### config.mk
export PLATFORM = sky130hd
export DESIGN_NAME = axis_packetizer
export DESIGN_NICKNAME = d
export VERILOG_FILES = /design/src/rtl/axis_packetizer_pkg.sv /design/src/rtl/axis_skid_buffer.sv /design/src/rtl/axis_packetizer.sv
export SDC_FILE = /design/constraint.sdc
export NUM_CORES = 1
export LEC_CHECK = 0
export CAP_MARGIN = 20
export CELL_PAD_IN_SITES_DETAIL_PLACEMENT = 1
export CELL_PAD_IN_SITES_GLOBAL_PLACEMENT = 2
export CORE_MARGIN = 1.5
export CORE_UTILIZATION = 31
export DETAILED_ROUTE_END_ITERATION = 10
export PLACE_DENSITY_LB_ADDON = 0.08
export SLEW_MARGIN = 20
export SYNTH_ARGS = -nofsm -noshare
export SYNTH_HDL_FRONTEND = slang
export SYNTH_HIERARCHICAL = 1
export SYNTH_SLANG_ARGS = --single-unit
### constraint.sdc
create_clock -name aclk -period 2.88 [get_ports aclk]
set_input_delay 0.432 -clock aclk [delete_from_list [all_inputs] [get_ports aclk]]
set_output_delay 0.432 -clock aclk [all_outputs]
set_load 0.01 [all_outputs]
### src/rtl/axis_packetizer_pkg.sv
// Shared types and constants for the AXI-Stream packetizer.
package axis_packetizer_pkg;

  typedef enum logic [1:0] {
    IDLE   = 2'd0,
    ACTIVE = 2'd1,
    DRAIN  = 2'd2
  } state_e;

  localparam int PKT_CNT_W = 16;

endpackage

### src/rtl/axis_skid_buffer.sv
// Two-entry register slice (main + skid). in_ready depends only on the skid
// register, so there is no combinational path from out_ready to in_ready.
module axis_skid_buffer #(
  parameter int DATA_WIDTH = 32
) (
  input  logic                aclk,
  input  logic                aresetn,
  input  logic [DATA_WIDTH:0] in_data,
  input  logic                in_valid,
  output logic                in_ready,
  output logic [DATA_WIDTH:0] out_data,
  output logic                out_valid,
  input  logic                out_ready,
  output logic                full,
  output logic                empty
);

  logic                main_vld_q, main_vld_d;
  logic                skid_vld_q, skid_vld_d;
  logic [DATA_WIDTH:0] main_q, main_d;
  logic [DATA_WIDTH:0] skid_q, skid_d;
  logic                push, pop;

  assign in_ready  = !skid_vld_q;
  assign push      = in_valid && in_ready;
  assign pop       = main_vld_q && out_ready;
  assign out_valid = main_vld_q;
  assign out_data  = main_q;
  assign full      = skid_vld_q;
  assign empty     = !main_vld_q && !skid_vld_q;

  always_comb begin
    main_vld_d = main_vld_q;
    skid_vld_d = skid_vld_q;
    main_d     = main_q;
    skid_d     = skid_q;
    if (pop) begin
      // A push is impossible while skid is occupied, so the two cases are exclusive.
      if (skid_vld_q) begin
        main_d     = skid_q;
        skid_vld_d = 1'b0;
      end else if (push) begin
        main_d = in_data;
      end else begin
        main_vld_d = 1'b0;
      end
    end else if (push) begin
      if (!main_vld_q) begin
        main_d     = in_data;
        main_vld_d = 1'b1;
      end else begin
        skid_d     = in_data;
        skid_vld_d = 1'b1;
      end
    end
  end

  always_ff @(posedge aclk or negedge aresetn) begin
    if (!aresetn) begin
      main_vld_q <= 1'b0;
      skid_vld_q <= 1'b0;
      main_q     <= '0;
      skid_q     <= '0;
    end else begin
      main_vld_q <= main_vld_d;
      skid_vld_q <= skid_vld_d;
      main_q     <= main_d;
      skid_q     <= skid_d;
    end
  end

endmodule

### src/rtl/axis_packetizer.sv
// Frames an unframed word stream into fixed-length AXI-Stream packets with
// tlast, ending a frame early on s_eof or at a packet boundary when cfg_en drops.
module axis_packetizer
  import axis_packetizer_pkg::*;
#(
  parameter int DATA_WIDTH = 32,
  parameter int LEN_WIDTH  = 16
) (
  input  logic                  aclk,
  input  logic                  aresetn,
  input  logic                  cfg_en,
  input  logic [LEN_WIDTH-1:0]  cfg_len,
  input  logic [DATA_WIDTH-1:0] s_data,
  input  logic                  s_valid,
  output logic                  s_ready,
  input  logic                  s_eof,
  output logic [DATA_WIDTH-1:0] m_axis_tdata,
  output logic                  m_axis_tvalid,
  input  logic                  m_axis_tready,
  output logic                  m_axis_tlast,
  output logic                  busy,
  output logic [PKT_CNT_W-1:0]  pkt_count,
  output logic                  frame_done
);

  function automatic logic [LEN_WIDTH-1:0] clamp_len(input logic [LEN_WIDTH-1:0] len);
    return (len == '0) ? LEN_WIDTH'(1) : len;
  endfunction

  state_e               state_q, state_d;
  logic [LEN_WIDTH-1:0] len_q, len_d;
  logic [LEN_WIDTH-1:0] beat_cnt_q, beat_cnt_d;
  logic [PKT_CNT_W-1:0] pkt_count_q, pkt_count_d;
  logic                 frame_done_q, frame_done_d;

  logic                  in_xfer, tlast_in, out_xfer;
  logic                  buf_in_ready, buf_full, buf_empty;
  logic [DATA_WIDTH:0]   buf_out;

  assign s_ready  = (state_q == ACTIVE) && !buf_full;
  assign in_xfer  = s_valid && s_ready && buf_in_ready;
  assign tlast_in = (beat_cnt_q == (len_q - LEN_WIDTH'(1))) || s_eof;
  assign out_xfer = m_axis_tvalid && m_axis_tready;

  axis_skid_buffer #(
    .DATA_WIDTH(DATA_WIDTH)
  ) u_skid (
    .aclk     (aclk),
    .aresetn  (aresetn),
    .in_data  ({tlast_in, s_data}),
    .in_valid (in_xfer),
    .in_ready (buf_in_ready),
    .out_data (buf_out),
    .out_valid(m_axis_tvalid),
    .out_ready(m_axis_tready),
    .full     (buf_full),
    .empty    (buf_empty)
  );

  assign m_axis_tdata = buf_out[DATA_WIDTH-1:0];
  assign m_axis_tlast = buf_out[DATA_WIDTH];
  assign busy         = (state_q != IDLE);
  assign pkt_count    = pkt_count_q;
  assign frame_done   = frame_done_q;

  always_comb begin
    state_d      = state_q;
    len_d        = len_q;
    beat_cnt_d   = beat_cnt_q;
    pkt_count_d  = pkt_count_q;
    frame_done_d = 1'b0;
    if (out_xfer && m_axis_tlast) pkt_count_d = pkt_count_q + PKT_CNT_W'(1);
    case (state_q)
      IDLE: begin
        if (cfg_en) begin
          state_d    = ACTIVE;
          len_d      = clamp_len(cfg_len);
          beat_cnt_d = '0;
        end
      end
      ACTIVE: begin
        if (in_xfer) begin
          // cfg_len is sampled only at packet boundaries; cfg_en only ends the frame there.
          if (tlast_in) begin
            beat_cnt_d = '0;
            len_d      = clamp_len(cfg_len);
            if (s_eof || !cfg_en) state_d = DRAIN;
          end else begin
            beat_cnt_d = beat_cnt_q + LEN_WIDTH'(1);
          end
        end
      end
      DRAIN: begin
        if (buf_empty) begin
          state_d      = IDLE;
          frame_done_d = 1'b1;
        end
      end
      default: state_d = IDLE;
    endcase
  end

  always_ff @(posedge aclk or negedge aresetn) begin
    if (!aresetn) begin
      state_q      <= IDLE;
      len_q        <= '0;
      beat_cnt_q   <= '0;
      pkt_count_q  <= '0;
      frame_done_q <= 1'b0;
    end else begin
      state_q      <= state_d;
      len_q        <= len_d;
      beat_cnt_q   <= beat_cnt_d;
      pkt_count_q  <= pkt_count_d;
      frame_done_q <= frame_done_d;
    end
  end

endmodule

==> summary.md, run 1 <==
| Metric | Value |
|---|---|
| Status | `finished clean` |
| Post-route ant nets | `0` |
| DR vias/cell | `5.220` |
| Synth Area per Inst | `11.01 um2` |
| Seq pwr share | `0.326` |
| Avg WL per Cell | `19.39 um` |
| Number of flops mapped to enable cells by yosys | `0` |
| Post-Route Setup TNS | `0 ns` |
| FMAX | `361.0 MHz` |
| Slew Limit Fails | `0` |
| Sw Pwr | `3.162 mW` |
| Netlist cell types | `62` |
| Post-route cell area | `8564 um2` |
| Largest net degree at the start of global routing | `48` |
| Crit-path cells | `or4_4, nor4_4, a22oi_1, nor2b_1, a22o_1, or2_4, nand2b_4, nand2b_4, a22o_1, o32a_1` |
| Critical path peak fanout | `4` |
| Setup Buffers After CTS | `0` |
| FP Rows | `52` |
| Skew final | `0.01024 ns` |
| Port Buffer Count | `106` |
| Layout cell share with drive strength beyond 1 | `0.1953` |
| Synth cell count leaders | `119 x dfrtp_1, 40 x mux2_2, 40 x nand2b_1` |
| Drt drc | `0` |
| Adder-cell share of the synthesized area | `0.007797` |
| Worst Setup Start Kind | `register` |
| Fin crit share | `0.9617` |
| Hold Crit Class | `in2async` |
| Vias in the first global route | `5854` |
| Async set-reset flop share out of synthesis | `1.000` |
| DRT Pass-1 Iters | `6` |
| ANT cells | `0` |
| CTS Buf Count | `17` |
| Post-Syn Area | `6419 um2` |
| Area share of the largest cell type after synthesis | `0.4639` |
| Most numerous cell in the Yosys netlist | `dfrtp_1` |
| Die height | `146.9 um` |
| Largest family of logic cells by synthesized area | `simple AND/OR/NAND/NOR gates` |
| CP max-delay cell | `or4_4` |
| Leakage Power | `3.562 nW` |
| CTS root buf | `clkbuf_16` |
| Maxcap violations | `0` |
| Top post-synthesis cells by area | `dfrtp_1 46%, mux2_2 7.0%, o32a_1 4.8%` |
| Power per cell area | `1023 nW/um2` |
| Slew @ Worst Pin | `0.7055 ns` |
| Cells after Synth | `583` |
| Nets | `767` |
| Synthesis-stage register bit count | `119` |
| Post-Synth Simple-Gate Area | `0.1844` |
| Cell Area, Placed | `7924 um2` |
| Logic pwr share | `0.433` |
| Dpl hpwl | `13140 um` |
| Synth Flop Type | `dfrtp_1` |
| Final Critical Period | `2.770 ns` |
| Final Setup Violations | `0` |
| Peak VDD IR | `0.3853 mV` |
| Worst Setup End Kind | `register` |
| Via count | `5178` |
| XOR/XNOR share of the synthesized area | `0.04464` |
| I/O Pins | `107` |
| Gpl congestion | `0.7643` |
| RR Startpoint | `len_q[7]$_DFFE_PN0P_` |
| Clock tree buffer depth | `2` |
| Worst Setup Path Type | `reg2reg` |
| RSZ-0062 raised after global routing | `true` |
| Finished Core Util | `0.4219` |
| Yosys Warn Count | `6` |
| Rel. slew slack | `0.5297` |
| Internal | `5.602 mW` |
| Worst Setup SP | `len_q[7]$_DFFE_PN0P_` |
| Core area | `20300 um2` |
| Clk sinks | `119` |
| Post-Route WL | `19230 um` |
| Reg clk slew, reported paths | `0.06 ns` |
| Worst EP required | `3.18 ns` |
| Gr ovfl total | `0` |
| Clock power frac | `0.241` |
| Fillers | `2222` |
| Die Span X | `146.9 um` |
| 1st-iter DRT viols | `158` |
| Die Footprint | `21580 um2` |
| Tot Pwr | `8.764 mW` |
| Register area share after synthesis | `0.4639` |
| Initial antenna violation count | `0` |
| Worst skew pair latency | `0.42 ns` |
| Multiplexer area fraction after synthesis | `0.1010` |
| CP arrival | `3.07 ns` |
| CP peak stage delay | `0.59 ns` |
| Compound-Gate Fraction of Synth Area | `0.1596` |
| Total GRT Usage | `0.1857` |
| Synth area leader | `dfrtp_1` |
| Sw Ratio | `0.3608` |
| TritonCTS clock tree | `done` |
| Hold Violations, Final | `0` |
| Initial Util | `0.3162` |
| H-tree depth | `4` |
| Area Overhead vs Synth | `33.43%` |
| Syn_nets | `641` |
| First-pass GRT wire length | `31330 um` |
## placed cells by master, fill, tap and decap left out, drive strengths merged, types with 5 or more instances in the layout
| master | Yosys | layout |
|---|---|---|
| a31oi | 6 | 6 |
| o21ai | 15 | 15 |
| inv | 13 | 17 |
| buf | 18 | 37 |
| a22o | 34 | 34 |
| nand2b | 40 | 40 |
| nand2 | 24 | 24 |
| nand4 | 9 | 9 |
| and3 | 7 | 7 |
| a211o | 5 | 5 |
| nor4 | 13 | 13 |
| xor2 | 6 | 6 |
| nand3 | 15 | 15 |
| o32a | 31 | 31 |
| clkinv | 0 | 5 |
| or3 | 5 | 5 |
| nor2b | 32 | 32 |
| nor2 | 24 | 24 |
| xnor2 | 24 | 24 |
| clkbuf | 17 | 17 |
| dfrtp | 119 | 119 |
| clkdlybuf4s50 | 0 | 105 |
| nor3 | 13 | 13 |
| mux2 | 51 | 51 |
## power by group through the flow
| stage | Clock (mW) | Combinational (mW) | Sequential (mW) |
|---|---|---|---|
| 2_1_floorplan | 0 | 2.15 | 2.87 |
| 3_3_place_gp | 0 | 3.69 | 2.84 |
| 3_5_place_dp | 0 | 3.79 | 2.87 |
| 4_1_cts | 2.18 | 3.82 | 2.86 |
| 5_1_grt | 2.25 | 4.14 | 2.96 |
| 6_report | 2.11 | 3.80 | 2.86 |
## sequential cells by signal, indices dropped and copies added, names as in the netlist
signal,flops
beat_cnt_q,16
frame_done,1
len_q,16
pkt_count,16
state_q,2
u_skid/full,1
u_skid/out_data,33
u_skid/out_valid,1
u_skid/skid_q,33
## cells by family (layout without fill, tap and decap cells)
group                      Yosys count  count (layout)
xor gates and xnor gates            31              31
buffers and inverters               48             187
muxes                               55              55
and+or+nand+nor                    203             203
AOI/OAI and AO/OA                  123             123
DFF                                119             119
adders and majority gates            4               4
## stage by stage
step / cells / setup WS (ns) / hold WS (ns)
final: 992 / 0.1103 / 0.04872
after global routing: 992 / -0.03156 / 0.09378
after CTS: 992 / 0.01191 / 0.06911
after detailed placement: 960 / -0.04086 / 0.4655
after global placement: 960 / 0.04421 / 0.4636
after floorplan: 583 / 0.04428 / 0.1364
## worst max-delay path: cells and delay by family, from the launching register on
kind | cells | cell delay (ns)
and+or+nand+nor | 6 | 1.44
AOI/OAI and AO/OA | 4 | 0.85
DFF | 1 | 0.38
## cell type report
cell class	count	area, um2	area share
tap	270	337.8	0.03944
clock buffer	17	425.4	0.04967
sequential	119	2978	0.3477
timing repair buffer	142	1358	0.1585
clock inverter	15	150.1	0.01753
inverter	13	48.80	0.005698
multi-input combinational	416	3267	0.3814
## final timing paths
check	endpoint	slack [ns]	cells after the start
worst max-delay path	u_skid/out_data[32]$_DFFE_PN0P_	0.11	10
worst min-delay path	len_q[13]$_DFFE_PN0P_	0.05	1
worst max register to register	u_skid/out_data[32]$_DFFE_PN0P_	0.11	10
worst min register to register	pkt_count[15]$_DFFE_PN0P_	0.47	1
max in group asynchronous	u_skid/skid_q[31]$_DFFE_PN0P_	1.92	2
min in group aclk	pkt_count[15]$_DFFE_PN0P_	0.47	1
## what timing repair did
| action | 4_1_cts | 5_1_grt |
|---|---|---|
| resized for setup | 3 | 11 |
| pin swaps | 0 | 6 |
| hold buffers | 0 | 0 |
| setup endpoints to repair | 8 | 32 |
## layer usage
metal / wire length [um] / track usage / vias to the layer above
met5: 0 / 0 / -
met4: 175 / 0.05450 / 0
met3: 803 / 0.04876 / 13
met2: 9908 / 0.3318 / 83
met1: 8344 / 0.2183 / 2675
li1: - / - / 2407
(Power assumes the default switching activity.)
==> run 2: changes to the inputs <==
--- a/config.mk
+++ b/config.mk
@@ -5,13 +5,14 @@
 export SDC_FILE = /design/constraint.sdc
 export NUM_CORES = 1
 export LEC_CHECK = 0
+export ABC_AREA = 1
 export CAP_MARGIN = 20
 export CELL_PAD_IN_SITES_DETAIL_PLACEMENT = 1
 export CELL_PAD_IN_SITES_GLOBAL_PLACEMENT = 2
 export CORE_MARGIN = 1.5
-export CORE_UTILIZATION = 31
+export CORE_UTILIZATION = 27
 export DETAILED_ROUTE_END_ITERATION = 10
-export PLACE_DENSITY_LB_ADDON = 0.08
+export PLACE_DENSITY_LB_ADDON = 0.1
 export SLEW_MARGIN = 20
 export SYNTH_ARGS = -nofsm -noshare
 export SYNTH_HDL_FRONTEND = slang
==> summary.md, run 2 <==
| Metric | Value |
|---|---|
| Area share of the largest cell type after synthesis | `0.4780 (+0.01407)` |
| Post-Syn Area | `6230 um2 (-2.9%)` |
| Post-route ant nets | `0 (unchanged)` |
| Peak VDD IR | `0.3452 mV (-10%)` |
| H-tree depth | `4 (unchanged)` |
| Clk sinks | `119 (unchanged)` |
| RSZ-0062 raised after global routing | `false` |
| Slew @ Worst Pin | `0.8263 ns (+0.1208 ns)` |
| 1st-iter DRT viols | `200 (+27%)` |
| TritonCTS clock tree | `done` |
| Power per cell area | `988.8 nW/um2 (-3.4%)` |
| Final Critical Period | `2.368 ns (-0.4020 ns)` |
| Gpl congestion | `0.7822 (+2.3%)` |
| Final Setup Violations | `0 (unchanged)` |
| CTS Buf Count | `17 (unchanged)` |
| Post-cts sizing count | `0 (-3)` |
| Crit-path cells | `inv_1, ha_1, nand2_1, inv_1, nor2_1, nand2_1, nor2_1, nand3_1, nor2_1, nand2_1, nor2_1, nand3_2, nand2_4, buf_4, a21oi_1` |
| Die Footprint | `23990 um2 (+11%)` |
| Synth area leader | `dfrtp_1` |
| Worst Setup Start Kind | `register` |
| Gr ovfl total | `0 (unchanged)` |
| CP top delay family | `simple AND/OR/NAND/NOR gates` |
| Netlist cell types | `33 (-47%)` |
| CP max-delay cell | `dfrtp_1` |
| Worst Setup End Kind | `register` |
| Synth Area per Inst | `7.542 um2 (-31%)` |
| Maxcap violations | `0 (unchanged)` |
| Core area | `22640 um2 (+12%)` |
| CP peak stage delay | `0.39 ns (-0.20 ns)` |
| Nets | `994 (+30%)` |
| CP bufs+invs | `3 (+3)` |
| Synth cell count leaders | `297 x nand2_1, 119 x dfrtp_1, 117 x inv_1` |
| Hold Crit Class | `in2async` |
| Post-Route WL | `18090 um (-6.0%)` |
| Cells after Synth | `826 (+42%)` |
| Number of flops mapped to enable cells by yosys | `0 (unchanged)` |
| Die Span X | `154.9 um (+5.4%)` |
| FP Rows | `55 (+5.8%)` |
| CP arrival | `2.65 ns (-0.42 ns)` |
| Post-Route Setup TNS | `0 ns (unchanged)` |
| Slew Limit Fails | `0 (unchanged)` |
| DR vias/cell | `4.461 (-15%)` |
| Initial antenna violation count | `0 (unchanged)` |
| Largest net degree at the start of global routing | `67 (+40%)` |
| Die height | `154.9 um (+5.4%)` |
| Worst EP required | `3.16 ns (-0.02 ns)` |
| Most numerous cell in the Yosys netlist | `nand2_1` |
| Synth Flop Type | `dfrtp_1` |
| Status | `finished clean` |
| I/O Pins | `107 (unchanged)` |
| Worst skew pair latency | `0.41 ns (about the same)` |
| Area Overhead vs Synth | `31.57%` |
| Most frequent cells in the layout | `297 x nand2_1, 119 x dfrtp_1, 117 x inv_1` |
| Commonest non-fill, non-tap cell in the layout | `nand2_1` |
| Sequential Area | `2978 um2 (unchanged)` |
| Tot Pwr | `8.105 mW (-7.5%)` |
| Vias in the first global route | `6059 (+3.5%)` |
| ANT cells | `0 (unchanged)` |
| Initial Util | `0.2752 (-0.04104)` |
| Worst Setup Path Type | `reg2reg` |
| Total GRT Usage | `0.1609 (-0.02484)` |
| Drt drc | `0 (unchanged)` |
| Clock tree buffer depth | `2 (unchanged)` |
| Area of the multi-input gates | `2608 um2 (-20%)` |
| CTS root buf | `clkbuf_16` |
| Skew final | `0.01156 ns (+0.001324 ns)` |
| Layout cell share with drive strength beyond 1 | `0.06554 (-0.1298)` |
| Setup Buffers After CTS | `0 (unchanged)` |
| Dpl hpwl | `12870 um (-2.1%)` |
| Via count | `5492 (+6.1%)` |
| Rel. slew slack | `0.4491 (-0.08054)` |
| Synthesis-stage register bit count | `119 (unchanged)` |
| Port Buffer Count | `106 (unchanged)` |
| Async set-reset flop share out of synthesis | `1.000 (unchanged)` |
| Syn_nets | `884 (+38%)` |
| Top post-synthesis cells by area | `dfrtp_1 48%, nand2_1 18%, inv_1 7.0%` |
| Fin crit share | `0.8222 (-0.1396)` |
| Register area share after synthesis | `0.4780 (+0.01407)` |
| Leakage Power | `4.084 nW (+15%)` |
| CTS Hold Bufs | `0 (unchanged)` |
| Worst path most repeated cell | `nor2_1` |
| DRT Pass-1 Iters | `4 (-2)` |
| First-pass GRT wire length | `30640 um (-2.2%)` |
| Reg clk slew, reported paths | `0.06 ns (about the same)` |
| Yosys Warn Count | `6 (unchanged)` |
| FMAX | `422.3 MHz (+17%)` |
| Critical path peak fanout | `11 (+7)` |
| Hold Violations, Final | `0 (unchanged)` |
| Avg WL per Cell | `14.69 um (-24%)` |
| Fillers | `2748 (+24%)` |
run 2: cell types whose count changed in the layout (fill, tap and decap cells not counted), sizes merged, moves of 14 or more:
| cell | change |
|---|---|
| inv | +102 |
| mux2 | -50 |
| nor2b | -32 |
| a22o | -34 |
| buf | -23 |
| nand2b | -40 |
| o21ai | +28 |
| o32a | -31 |
| xor2 | +14 |
| nor2 | +31 |
| nand3 | +64 |
| nand2 | +278 |
| a21oi | +14 |
run 2: worst paths after layout:
path	start	end	slack (ns)	depth (start not counted)
max	len_q[1]$_DFFE_PN0P_	beat_cnt_q[12]$_DFFE_PN0P_	0.51	15
max reg2reg	len_q[1]$_DFFE_PN0P_	beat_cnt_q[12]$_DFFE_PN0P_	0.51	15
min in group aclk	pkt_count[15]$_DFFE_PN0P_	pkt_count[15]$_DFFE_PN0P_	0.48	1
max in group asynchronous	aresetn	beat_cnt_q[9]$_DFFE_PN0P_	1.99	2
min	aresetn	u_skid/skid_q[6]$_DFFE_PN0P_	0.09	1
min reg2reg	pkt_count[15]$_DFFE_PN0P_	pkt_count[15]$_DFFE_PN0P_	0.48	1
run 2: cells by family (layout without fill, tap and decap cells):
group           Yosys count  after routing  synth area share
buf+inv                 149            269            0.1034
mux                       1              1          0.001807
fa+ha+maj                 4              4          0.008034
simple gates            456            456            0.3081
compound gates           64             64           0.05423
xor+xnor                 33             33           0.04640
flops                   119            119            0.4780
run 2: final cells by class:
type                    instances  share of cell area
clock buffers                  21             0.05740
well taps                     285             0.04350
inverters                     121             0.05541
clock inverters                 8             0.01511
repair buffers                119              0.1472
multi-input cells             558              0.3181
flip-flops and latches        119              0.3633
run 2: metal layers:
| metal | vias up | share of wire | global-route usage | wire, um |
|---|---|---|---|---|
| met5 | - | 0 | 0 | 0 |
| met4 | 0 | 0.012 | 0.04350 | 208 |
| met3 | 13 | 0.023 | 0.03175 | 415 |
| met2 | 60 | 0.51 | 0.2919 | 9303 |
| met1 | 2666 | 0.45 | 0.1934 | 8159 |
| li1 | 2753 | - | - | - |
run 2: worst register-to-register path, cell delays in order, from the launching register on:
cell and delay (ns):
dfrtp_1 0.39, inv_1 0.06, ha_1 0.32, nand2_1 0.07
inv_1 0.04, nor2_1 0.07, nand2_1 0.05, nor2_1 0.10
nand3_1 0.11, nor2_1 0.12, nand2_1 0.06, nor2_1 0.17
nand3_2 0.16, nand2_4 0.20, buf_4 0.22, a21oi_1 0.09
run 2: metrics by stage:
stage,instance area [um2],utilization,hold slack [ns],setup slack [ns],std cells
finish,8197,0.3620,0.09012,0.5122,1231
global route,8197,0.3620,0.1535,0.1710,1231
CTS,8197,0.3620,0.1362,0.4305,1231
global placement,7602,0.3358,0.4648,0.3109,1202
floorplan,6230,-,0.1364,0.8769,826
detailed placement,7602,0.3358,0.4704,0.2044,1202
run 2: power breakdown:
group          leakage (nW)  switching (mW)  internal (mW)
Combinational          2.27            1.79           1.34
Clock                 0.287           0.751           1.41
Sequential             1.52           0.516           2.29
Total                  4.08            3.06           5.05
==> run 3: changes to the inputs <==
==> constraint.sdc (replaced) <==
create_clock -name aclk -period 1.9 [get_ports aclk]
set_input_delay 0.285 -clock aclk [delete_from_list [all_inputs] [get_ports aclk]]
set_output_delay 0.285 -clock aclk [all_outputs]
set_load 0.01 [all_outputs]
==> summary.md, run 3 (same netlist as run 2, synthesis figures left out) <==
| Metric | Value |
|---|---|
| R2R Setup Slk | `-0.17 ns (-0.68 ns)` |
| Drt drc | `0 (unchanged)` |
| H-tree depth | `4 (unchanged)` |
| # placed instances | `1276 (+6.2%)` |
| Fillers | `2611 (-5.0%)` |
| Via count | `6046 (+10%)` |
| Initial antenna violation count | `0 (unchanged)` |
| Vias in the first global route | `6677 (+10%)` |
| Hold Crit Class | `in2async` |
| 1st-iter DRT viols | `199 (-0.50%)` |
| Non-Filler Instances | `1335 (+8.4%)` |
| CTS Buf Count | `17 (unchanged)` |
| TritonCTS clock tree | `done` |
| Critical path peak fanout | `7 (-4)` |
| Die height | `154.9 um (unchanged)` |
| FMAX | `483.1 MHz (+14%)` |
| Cell depth of the worst flop-to-flop path | `18 (+3)` |
| Worst Setup Start Kind | `register` |
| Nets | `1095 (+10%)` |
| Post-route ant nets | `0 (unchanged)` |
| Clk sinks | `119 (unchanged)` |
| Gpl congestion | `0.7947 (+1.6%)` |
| Worst Setup End Kind | `register` |
| Status | `complete, but fails checks` |
| Port Buffer Count | `106 (unchanged)` |
| Die Span X | `154.9 um (unchanged)` |
| Gr ovfl total | `0 (unchanged)` |
| Final Setup Violations | `68 (+68)` |
| Rel. slew slack | `0.6888 (+0.2397)` |
| Slew @ Worst Pin | `0.4651 ns (-0.3612 ns)` |
| Total GRT Usage | `0.1835 (+0.02262)` |
| Final Critical Period | `2.070 ns (-0.2977 ns)` |
| RSZ-0062 raised after global routing | `true` |
| Reg clk slew, reported paths | `0.06 ns (about the same)` |
| Worst EP required | `2.21 ns (-0.95 ns)` |
| Peak VDD IR | `0.5530 mV (+60%)` |
| DR vias/cell | `4.529 (+1.5%)` |
| Slew Limit Fails | `0 (unchanged)` |
| Maxcap violations | `0 (unchanged)` |
| CP arrival | `2.38 ns (-0.27 ns)` |
| Initial Util | `0.2752 (unchanged)` |
| Skew final | `0.009835 ns (-0.001725 ns)` |
| Post-Route WL | `22150 um (+22%)` |
| Area Overhead vs Synth | `58.99%` |
| Clock tree buffer depth | `2 (unchanged)` |
| First-pass GRT wire length | `34360 um (+12%)` |
| Fin crit share | `1.090 (+0.2674)` |
| FP Rows | `55 (unchanged)` |
| ANT cells | `0 (unchanged)` |
| Power per cell area | `1506 nW/um2 (+52%)` |
| I/O Pins | `107 (unchanged)` |
| Failing checks | `setup timing` |
| Dpl hpwl | `14310 um (+11%)` |
| Leakage Power | `4.807 nW (+18%)` |
| Layout cell share with drive strength beyond 1 | `0.2743 (+0.2087)` |
| Worst Setup Path Type | `reg2reg` |
| Post-Route Setup TNS | `-8.272 ns (-8.272 ns)` |
| Final WS setup | `-0.1701 ns (-0.6823 ns)` |
| DRT Pass-1 Iters | `4 (unchanged)` |
| Core area | `22640 um2 (unchanged)` |
| Commonest non-fill, non-tap cell in the layout | `nand2_1` |
| Most frequent cells in the layout | `237 x nand2_1, 113 x dfrtp_1, 107 x inv_1` |
| Worst skew pair latency | `0.42 ns (about the same)` |
| Die Footprint | `23990 um2 (unchanged)` |
| CTS root buf | `clkbuf_16` |
| Largest net degree at the start of global routing | `55 (-18%)` |
| Avg WL per Cell | `16.59 um (+13%)` |
| Hold Violations, Final | `0 (unchanged)` |
[run 3: changes by cell type in the layout (fill, tap and decap cells not counted), moves of 12 or more]
| cell | delta |
|---|---|
| buf_4 | +66 |
| nand2_1 | -60 |
| nand3_1 | -17 |
| nor2_1 | -15 |
| nand2_2 | +40 |
| nand2_4 | +18 |
| buf_6 | +12 |
| nand3_2 | +15 |
[run 3: cell type report]
class                   count  area, um2  area share
well taps                 285      356.6     0.03600
inverters                 121      454.2     0.04586
repair buffers            219       2328      0.2351
clock buffers              21      470.5     0.04750
multi-input cells         559       3162      0.3192
clock inverters            11      147.6     0.01491
flip-flops and latches    119       2985      0.3014
[run 3: layer usage]
| layer | vias to the layer above | part of all wire | GRT usage |
|---|---|---|---|
| met5 | - | 0 | 0 |
| met1 | 2970 | 0.42 | 0.2128 |
| met4 | 0 | 0.018 | 0.06181 |
| li1 | 2971 | - | - |
| met3 | 27 | 0.018 | 0.02981 |
| met2 | 78 | 0.54 | 0.3414 |
[run 3: power breakdown]
| part | switching (mW) | total [mW] | leakage (nW) | internal [mW] |
|---|---|---|---|---|
| Clock | 1.25 | 3.41 | 0.291 | 2.17 |
| Combinational | 3.71 | 7.15 | 3.00 | 3.44 |
| Sequential | 0.861 | 4.35 | 1.52 | 3.49 |
| Total | 5.82 | 14.9 | 4.81 | 9.10 |
[run 3: worst max-delay path, cell delays in order, from the launching register on]
cell and delay [ns]:
dfrtp_1 0.36, inv_2 0.06, buf_6 0.13, nand2_4 0.11, inv_1 0.06, nand2_2 0.08
buf_4 0.10, nand2_1 0.04, nand2_1 0.05, nand2_1 0.05, nor2_2 0.11, nand2_1 0.07
nor2_2 0.16, nand3_4 0.13, nand2_8 0.16, buf_6 0.12, nand2_2 0.04, nand2_1 0.06
nand2_1 0.05
[run 3: path summary, 6_finish.rpt]
path / endpoint / start
worst min-delay path: len_q[7]$_DFFE_PN0P_ / aresetn
worst max-delay path: state_q[0]$_DFFE_PN0P_ / len_q[0]$_DFFE_PN0P_
worst min register to register: pkt_count[15]$_DFFE_PN0P_ / pkt_count[15]$_DFFE_PN0P_
max in group asynchronous: u_skid/out_data[10]$_DFFE_PN0P_ / aresetn
min in group aclk: u_skid/skid_q[0]$_DFFE_PN0P_ / s_data[0]
worst max register to register: state_q[0]$_DFFE_PN0P_ / len_q[0]$_DFFE_PN0P_
[run 3: per-stage QoR]
step,hold slack [ns],setup WS (ns),area [um2],util,power [mW]
4_1_cts,0.2685,-0.1444,9360,0.4134,14.28
5_1_grt,0.2761,-0.3390,9905,0.4375,15.97
6_report,0.2771,-0.1701,9905,0.4375,14.92
3_3_place_gp,0.1791,-0.3430,8268,0.3652,9.821
3_5_place_dp,0.1771,-0.4179,8268,0.3652,10.01
2_1_floorplan,-0.01059,0.004182,6252,-,7.138
[run 3: timing repair]
action | 4_1_cts | 5_1_grt
pin swaps | 22 | 33
cloned | 6 | 10
hold endpoints to repair | 12 | 0
resized for setup | 75 | 105
setup buffers | 9 | 4
setup endpoints to repair | 70 | 106
hold buffers | 1 | 0
